## src/rtl/led_pwm_ctrl.sv

```systemverilog
// led_pwm_ctrl: multi-channel LED driver (OFF/ON/BLINK/BREATHE) with shared prescaler and PWM frame counter.
// Optional feature macro: LED_BREATHE_EN builds the breathing engine; without it mode 3 behaves as ON.
module led_pwm_ctrl #(
    parameter int CH_NUM  = 4,
    parameter int PWM_W   = 8,
    parameter int DIV_W   = 16,
    parameter bit LED_POL = 1'b1,
    localparam int CH_W   = (CH_NUM > 1) ? $clog2(CH_NUM) : 1
) (
    input  logic              clk,
    input  logic              rst_n,
    input  logic [DIV_W-1:0]  div,
    input  logic              cfg_wr,
    input  logic [CH_W-1:0]   cfg_ch,
    input  logic [1:0]        cfg_mode,
    input  logic [PWM_W-1:0]  cfg_duty,
    input  logic [7:0]        cfg_period,
    output logic              tick,
    output logic [CH_NUM-1:0] led
);
    logic [DIV_W-1:0]  div_cnt;
    logic [PWM_W-1:0]  pwm_cnt;
    logic              fe;
    logic [CH_NUM-1:0] level;

    assign fe = tick && (pwm_cnt == '1);

    // prescaler (>= compare so a smaller reload wraps at once) and PWM frame counter advancing on tick
    always_ff @(posedge clk or negedge rst_n) begin
        if (!rst_n) begin
            div_cnt <= '0;
            tick    <= 1'b0;
            pwm_cnt <= '0;
        end else begin
            tick    <= div_cnt >= div;
            div_cnt <= (div_cnt >= div) ? '0 : div_cnt + DIV_W'(1);
            if (tick)
                pwm_cnt <= pwm_cnt + PWM_W'(1);
        end
    end

    for (genvar i = 0; i < CH_NUM; i++) begin : g_ch
        localparam logic [CH_W-1:0] IDX = CH_W'(i);
        logic             wr;
        logic [1:0]       mode;
        logic [PWM_W-1:0] duty;
        logic [7:0]       period;
        logic [7:0]       frm_cnt;
        logic             phase;
        logic             on_lvl;
        logic             br;

        assign wr     = cfg_wr && (cfg_ch == IDX);
        assign on_lvl = (pwm_cnt < duty) || (&duty);

        // channel config and blink frame counter; a write overrides a coincident frame end
        always_ff @(posedge clk or negedge rst_n) begin
            if (!rst_n) begin
                mode    <= 2'd0;
                duty    <= '0;
                period  <= '0;
                frm_cnt <= '0;
                phase   <= 1'b0;
            end else if (wr) begin
                mode    <= cfg_mode;
                duty    <= cfg_duty;
                period  <= cfg_period;
                frm_cnt <= '0;
                phase   <= 1'b1;
            end else if (fe) begin
                frm_cnt <= (frm_cnt == period) ? '0 : frm_cnt + 8'd1;
                phase   <= phase ^ (frm_cnt == period);
            end
        end

`ifdef LED_BREATHE_EN
        logic [PWM_W-1:0] lvl;
        logic [PWM_W-1:0] lvl_nxt;
        logic             dir;

        assign lvl_nxt = dir ? lvl - PWM_W'(1) : lvl + PWM_W'(1);
        assign br      = pwm_cnt < lvl;

        // breathing ramp: one step per (period+1) frames, turning around at full scale and at zero
        always_ff @(posedge clk or negedge rst_n) begin
            if (!rst_n) begin
                lvl <= '0;
                dir <= 1'b0;
            end else if (wr) begin
                lvl <= '0;
                dir <= 1'b0;
            end else if (fe && mode == 2'd3 && frm_cnt == period) begin
                lvl <= lvl_nxt;
                dir <= dir ? (lvl_nxt != '0) : (lvl_nxt == '1);
            end
        end
`else
        assign br = on_lvl;
`endif

        assign level[i] = (mode == 2'd1) ? on_lvl :
                          (mode == 2'd2) ? (phase & on_lvl) :
                          (mode == 2'd3) ? br : 1'b0;
    end

    // registered LED drive with output polarity applied
    always_ff @(posedge clk or negedge rst_n) begin
        if (!rst_n)
            led <= {CH_NUM{~LED_POL}};
        else
            led <= level ~^ {CH_NUM{LED_POL}};
    end
endmodule

```

## config.mk

```make
export PLATFORM = sky130hd
export DESIGN_NAME = led_pwm_ctrl
export DESIGN_NICKNAME = d
export VERILOG_FILES = /design/src/rtl/led_pwm_ctrl.sv
export SDC_FILE = /design/constraint.sdc
export NUM_CORES = 1
export LEC_CHECK = 0
export ABC_CLOCK_PERIOD_IN_PS = 5750
export BUFFER_PORTS_ARGS = -buffer_cell sky130_fd_sc_hd__clkbuf_2
export CAP_MARGIN = 20
export CORE_ASPECT_RATIO = 0.8
export CORE_MARGIN = 2
export CORE_UTILIZATION = 55
export DETAILED_ROUTE_END_ITERATION = 6
export PLACE_DENSITY = 0.81
export SLEW_MARGIN = 25
export SYNTH_ARGS = -nofsm -noshare
export SYNTH_HDL_FRONTEND = slang
export SYNTH_SLANG_ARGS = --single-unit
export TNS_END_PERCENT = 20
```

## constraint.sdc

```tcl
create_clock -name clk -period 5.75 [get_ports clk]
set_input_delay 0.2875 -clock clk [delete_from_list [all_inputs] [get_ports clk]]
set_output_delay 0.2875 -clock clk [all_outputs]
set_load 0.02 [all_outputs]
```

==> impl_metrics.yaml, run 1 <==
cells_and_area:
  final_net_count: 876
  area_growth_pct: 14.7
  final_cell_count_no_fill: 975
  final_cell_mix: "dfrtp_1, nand2_1, nor2_1, inv_1, ha_1"
  diodes: 0
  drive_gt1_share_pct: 15.0
  mostFrequentLayoutCell: "dfrtp_1"
route:
  vias_per_cell: 5.79
  drt_iter0_markers: 511
  post_drt_wl_per_cell_um: 17.1
  route.detailed.drc: 0
  drtPass1Iterations: 5
  wl_met3_um: 960
  dr.max_layer_used: "met4"
  wl_mm: 16.7
  ant_nets: 0
  drt-met1-wl_mm: 7.41
  route.met2.wl_mm: 7.75
  vias: 5641
power:
  vdd_ir_drop_max_mv: 0.222
  clkPwrFrac_pct: 39.8
  switching_share_pct: 28.4
  power_density_mw_per_mm2: 365
  p_int_w: 0.00217
  seqPwrFrac_pct: 42.5
  combPwrFrac_pct: 17.8
  power_switching_w: 0.000859
  p_leak_nw: 4.00
timing:
  final_hold_viol_count: 0
  tns_ns: 0
  finalCritPeriodShare_pct: 43.5
  rsz0062_at_grt: "no"
  fin_crit_ns: 2.50
  tightest_slew_ns: 0.886
  max_freq_mhz: 400
  drv_slew: 0
  setup_violations: 0
  slew-limit-headroom_pct: 40.4
  fin_skew_ns: 0.00608
  hold_slack_ns: 0.142
floorplan:
  fp.dieH_um: 107
  die_area_mm2: 0.0141
  io_pins: 44
  die_w_um: 132
  floorplan.initialDensity_pct: 56.4
  rows: 37
  core_mm2: 0.0128
synth:
  synth_area_mm2: 0.00723
  yosysSeqAreaShare_pct: 47.4
  synth_seq_cells: 137
  syn_inst: 741
  yosysWarnings: 0
  synth_ff_type: "dfrtp_1"
  yosysUniqueCellTypes: 48
  synth-edff-count: 0
  synth_nets: 830
  synth_area_leaders: "dfrtp_1, ha_1, nand2_1, xor2_1, mux2_2"
  syn_area_per_cell_um2: 9.75
  synth_largest_area_cell: "dfrtp_1"
  synthArstFlopShare_pct: 100
  synth_top_area_share_pct: 47.4
placement:
  gp_congestion: 0.863
  dp_hpwl_mm: 11.4
  port_buffers: 43
  dpl.cell_count: 941
setup_path:
  reg2reg_slack_ns: 3.25
  setup.worst_path.end: "div_cnt[4]"
  worstPathArrival_ns: 2.76
  max_stage_delay_ns: 0.70
  crit_cells: 6
  cp_data_required_time_ns: 6.01
  crit_buf_inv: 0
  crit_start: "div_cnt[9]"
  reg2reg_from: "div_cnt[9]"
  cpLargestDelayFamily: "simple AND/OR/NAND/NOR gates"
  end_kind: "flip-flop"
  r2r-end: "div_cnt[4]"
  critPathMaxFanout: 17
  crit_type: "flip-flop to flip-flop"
  crit_chain: "ha_1 > and4_1 > o21ai_0 > or4_1 > a31oi_2 > nor3_1"
  worst_setup_path_start_kind: "flip-flop"
  reg2reg_depth: 6
  critPathSlowestCell: "a31oi_2"
hold_path:
  hp-class: "primary input to flip-flop"
clocking:
  htreeDepth: 4
  clk_latency_ns: 0.42
  cts_max_path_buffers: 2
  post_cts_buffers: 0
  cts_tree: "built"
  cts-root-buf: "clkbuf_16"
  numClockSinks: 137
  cts_made_buffers: 17
  clkTransAtPathRegs_ns: 0.06
run:
  cap_violations: 0
grt:
  grtUsageTotal_pct: 25.3
  antenna_found_initial: 0
  grt_max_degree: 72
  grt_pass1_wl_mm: 28.0
  grt_pass1_vias: 5666
  grt_remaining_overflow: 0
run_status:
  status: "finished clean"
-- per-stage QoR --
| stage | total power (W) | worst slack, ns | util [%] | instance area (um2) |
|---|---|---|---|---|
| after global routing | 0.00319 | 3.07 | 64.7 | 8290 |
| after global placement | 0.00178 | 3.39 | 59.4 | 7620 |
| after floorplan | 0.00163 | 3.66 | - | 7230 |
| after detailed placement | 0.00183 | 3.28 | 59.4 | 7620 |
| after CTS | 0.00304 | 3.23 | 64.6 | 8280 |
| final | 0.00303 | 3.25 | 64.7 | 8290 |
-- routing by layer --
layer | up-vias | track usage (%)
li1 | 2644 | -
met1 | 2743 | 33.1
met2 | 202 | 40.5
met3 | 52 | 6.53
met4 | 0 | 10.4
met5 | - | 0
-- Yosys cell counts (10+ instances only) --
cell type    n
inv_1       50
nor4_1      11
nor2_1      53
xor2_1      42
dfrtp_1    137
clkbuf_1    17
o21ai_0     38
nand3_1     29
ha_1        50
nand4_1     17
xnor2_1     19
mux2_2      30
a21oi_1     23
nand2_1    122
and3_1      10
-- tightest hold or removal path, delay by kind of cell --
family	cells	cell delay, ns
buf+inv	1	0.12
simple gates	2	0.11
-- timing repair --
item / in CTS / in global routing
hold buffers: 1 / 0
resized for setup: 0 / 0
hold endpoints to repair: 70 / 0
-- kinds of logic (layout without fill, tap and decap cells) --
logic type | count (synthesis) | after routing | synth area share [%]
simple gates | 277 | 277 | 17.6
flops | 137 | 137 | 47.4
compound gates | 111 | 111 | 10.1
buf+inv | 74 | 133 | 4.02
xor+xnor | 61 | 61 | 7.39
fa+ha+maj | 50 | 50 | 8.66
mux | 31 | 31 | 4.81
-- state kept, by name, summed over array words and instances, names as in the netlist --
name	cells
tick	1
div_cnt	16
g_ch.duty	32
g_ch.mode	8
led	4
pwm_cnt	8
g_ch.phase	4
g_ch.period	32
g_ch.frm_cnt	32
-- power by group through the flow --
| stage | registers (W) | logic (W) | clock network (W) |
|---|---|---|---|
| floorplan | 0.00126 | 0.000379 | 0 |
| global placement | 0.00128 | 0.000496 | 0 |
| detailed placement | 0.00129 | 0.000532 | 0 |
| CTS | 0.00128 | 0.000542 | 0.00122 |
| global route | 0.00131 | 0.000623 | 0.00126 |
| finish | 0.00129 | 0.000539 | 0.00120 |
-- worst min path at each step --
| stage | from | end | depth (start not counted) |
|---|---|---|---|
| 2_1_floorplan | rst_n | div_cnt[0] | 0 |
| 3_3_place_gp | rst_n | led[1] | 1 |
| 3_5_place_dp | rst_n | led[1] | 1 |
| 4_1_cts | cfg_period[6] | g_ch[3].period[6] | 3 |
| 6_report | cfg_period[6] | g_ch[3].period[6] | 3 |
| 5_1_grt | cfg_period[6] | g_ch[3].period[6] | 3 |
-- area by class of cell --
cell class	count	area, um2
fillers	952	4530
multi-input cells	530	3520
flip-flops and latches	137	3430
clock buffers	21	460
repair buffers	51	288
well taps	175	219
clock inverters	11	194
inverters	50	188
(Power assumes the default switching activity.)
==> run 2, diff against run 1 <==
ABC_CLOCK_PERIOD_IN_PS = 2600   (was 5750)
clock period = 2.6 ns   (was 5.75 ns; I/O delays follow)
==> impl_metrics.yaml, run 2 (synthesis gave the netlist of run 1 again) <==
power:
  p_int_w: 0.00434
  power_density_mw_per_mm2: 751
  p_leak_nw: 4.02
  switching_share_pct: 30.6
  clkPwrFrac_pct: 34.6
  vdd_ir_drop_max_mv: 0.527
  combPwrFrac_pct: 20.1
  seqPwrFrac_pct: 45.3
  power_switching_w: 0.00191
run:
  cap_violations: 0
setup_path:
  crit_type: "flip-flop to flip-flop"
  critPathSlowestCell: "dfrtp_1"
  end_kind: "flip-flop"
  reg2reg_from: "pwm_cnt[1]"
  crit_buf_inv: 1
  reg2reg_depth: 6
  critPathMaxFanout: 11
  cpLargestDelayFamily: "simple AND/OR/NAND/NOR gates"
  max_stage_delay_ns: 0.49
  reg2reg_slack_ns: 0.28
  worstPathArrival_ns: 2.66
  crit_cells: 6
  r2r-end: "g_ch[0].phase"
  cp_data_required_time_ns: 2.94
  worst_setup_path_start_kind: "flip-flop"
  crit_start: "pwm_cnt[1]"
  setup.worst_path.end: "g_ch[0].phase"
  crit_chain: "ha_1 > nand4_1 > or2_0 > buf_4 > nor2_1 > mux2i_1"
cells_and_area:
  mostFrequentLayoutCell: "dfrtp_1"
  final_cell_count_no_fill: 989
  final_net_count: 891
  drive_gt1_share_pct: 14.9
  diodes: 0
  area_growth_pct: 15.2
  reg.largest.list: "g_ch.duty (32), g_ch.frm_cnt (32), g_ch.period (32)"
  fin_area_mm2: 0.00833
  multi_input_area_mm2: 0.00353
  ff_latch_area_mm2: 0.00343
  fillers: 955
  final_cell_mix: "dfrtp_1, nand2_1, nor2_1, inv_1, ha_1"
route:
  wl_mm: 17.0
  drt_iter0_markers: 580
  vias_per_cell: 5.84
  vias: 5773
  ant_nets: 0
  drtPass1Iterations: 6
  post_drt_wl_per_cell_um: 17.2
  route.detailed.drc: 0
placement:
  dpl.cell_count: 945
  placed_area_mm2: 0.00766
  gp_congestion: 0.898
  dp_hpwl_mm: 11.7
  place_ws_ns: 0.142
  port_buffers: 43
timing:
  slew-limit-headroom_pct: 45.6
  tightest_slew_ns: 0.795
  tns_ns: 0
  rsz0062_at_grt: "no"
  postLayoutSetupSlackWorst_ns: 0.280
  finalCritPeriodShare_pct: 89.2
  fin_crit_ns: 2.32
  final_hold_viol_count: 0
  drv_slew: 0
  fin_skew_ns: 0.00665
  max_freq_mhz: 431
  hold_slack_ns: 0.00846
  setup_violations: 0
floorplan:
  die_w_um: 132
  rows: 37
  io_pins: 44
  die_area_mm2: 0.0141
  core_mm2: 0.0128
  floorplan.initialDensity_pct: 56.4
  fp.dieH_um: 107
clocking:
  cts_made_buffers: 17
  post_cts_buffers: 0
  cts_tree: "built"
  cts_max_path_buffers: 2
  clk_latency_ns: 0.42
  htreeDepth: 4
  numClockSinks: 137
  clkTransAtPathRegs_ns: 0.06
  cts-root-buf: "clkbuf_16"
hold_path:
  hp-class: "primary input to flip-flop"
grt:
  grt_pass1_vias: 5730
  antenna_found_initial: 0
  grt_remaining_overflow: 0
  grtUsageTotal_pct: 25.5
  grt_pass1_wl_mm: 28.2
  grt_max_degree: 70
run_status:
  status: "finished clean"
run 2: per-layer routing:
layer	track usage, %	wire length, um	vias to the layer above
li1	-	-	2678
met1	32.7	7330	2828
met2	41.5	8060	207
met3	4.82	1080	60
met4	13.8	519	0
met5	0	0	-
run 2: power groups by stage:
stage	registers [W]	clock network (W)	logic (W)
finish	0.00283	0.00216	0.00126
global route	0.00288	0.00227	0.00142
CTS	0.00283	0.00218	0.00124
detailed placement	0.00286	0	0.00119
global placement	0.00283	0	0.00111
floorplan	0.00278	0	0.000838
run 2: tightest hold or removal path: stages:
cell and delay [ns]:
clkbuf_2 0.14, nand2_1 0.06, o21ai_0 0.06
run 2: how the worst min path moves through the flow:
stage	cells past startpoint	from	end	slack, ns
floorplan	0	rst_n	div_cnt[0]	-0.17
global placement	1	rst_n	led[2]	0.17
detailed placement	1	rst_n	led[2]	0.18
CTS	3	cfg_duty[1]	g_ch[1].duty[1]	0.01
global route	3	cfg_duty[2]	g_ch[3].duty[2]	0.03
finish	3	cfg_duty[1]	g_ch[1].duty[1]	0.008
run 2: through the flow:
stage / power [W] / util, %
global placement: 0.00393 / 59.7
global route: 0.00657 / 64.9
floorplan: 0.00361 / -
finish: 0.00625 / 64.9
detailed placement: 0.00405 / 59.7
CTS: 0.00625 / 64.8
run 2: repair_timing:
item                                    CTS  global route
endpoints found under the setup margin    0            14
resized for setup                         0             2
endpoints found under the hold margin    87             0
hold buffers                             13             0
run 2: area by class of cell:
class | count | share of cell area [%]
flip-flops and latches | 137 | 41.2
clock inverters | 8 | 0.571
multi-input cells | 530 | 42.4
repair buffers | 66 | 5.28
clock buffers | 23 | 5.74
well taps | 175 | 2.63
inverters | 50 | 2.25
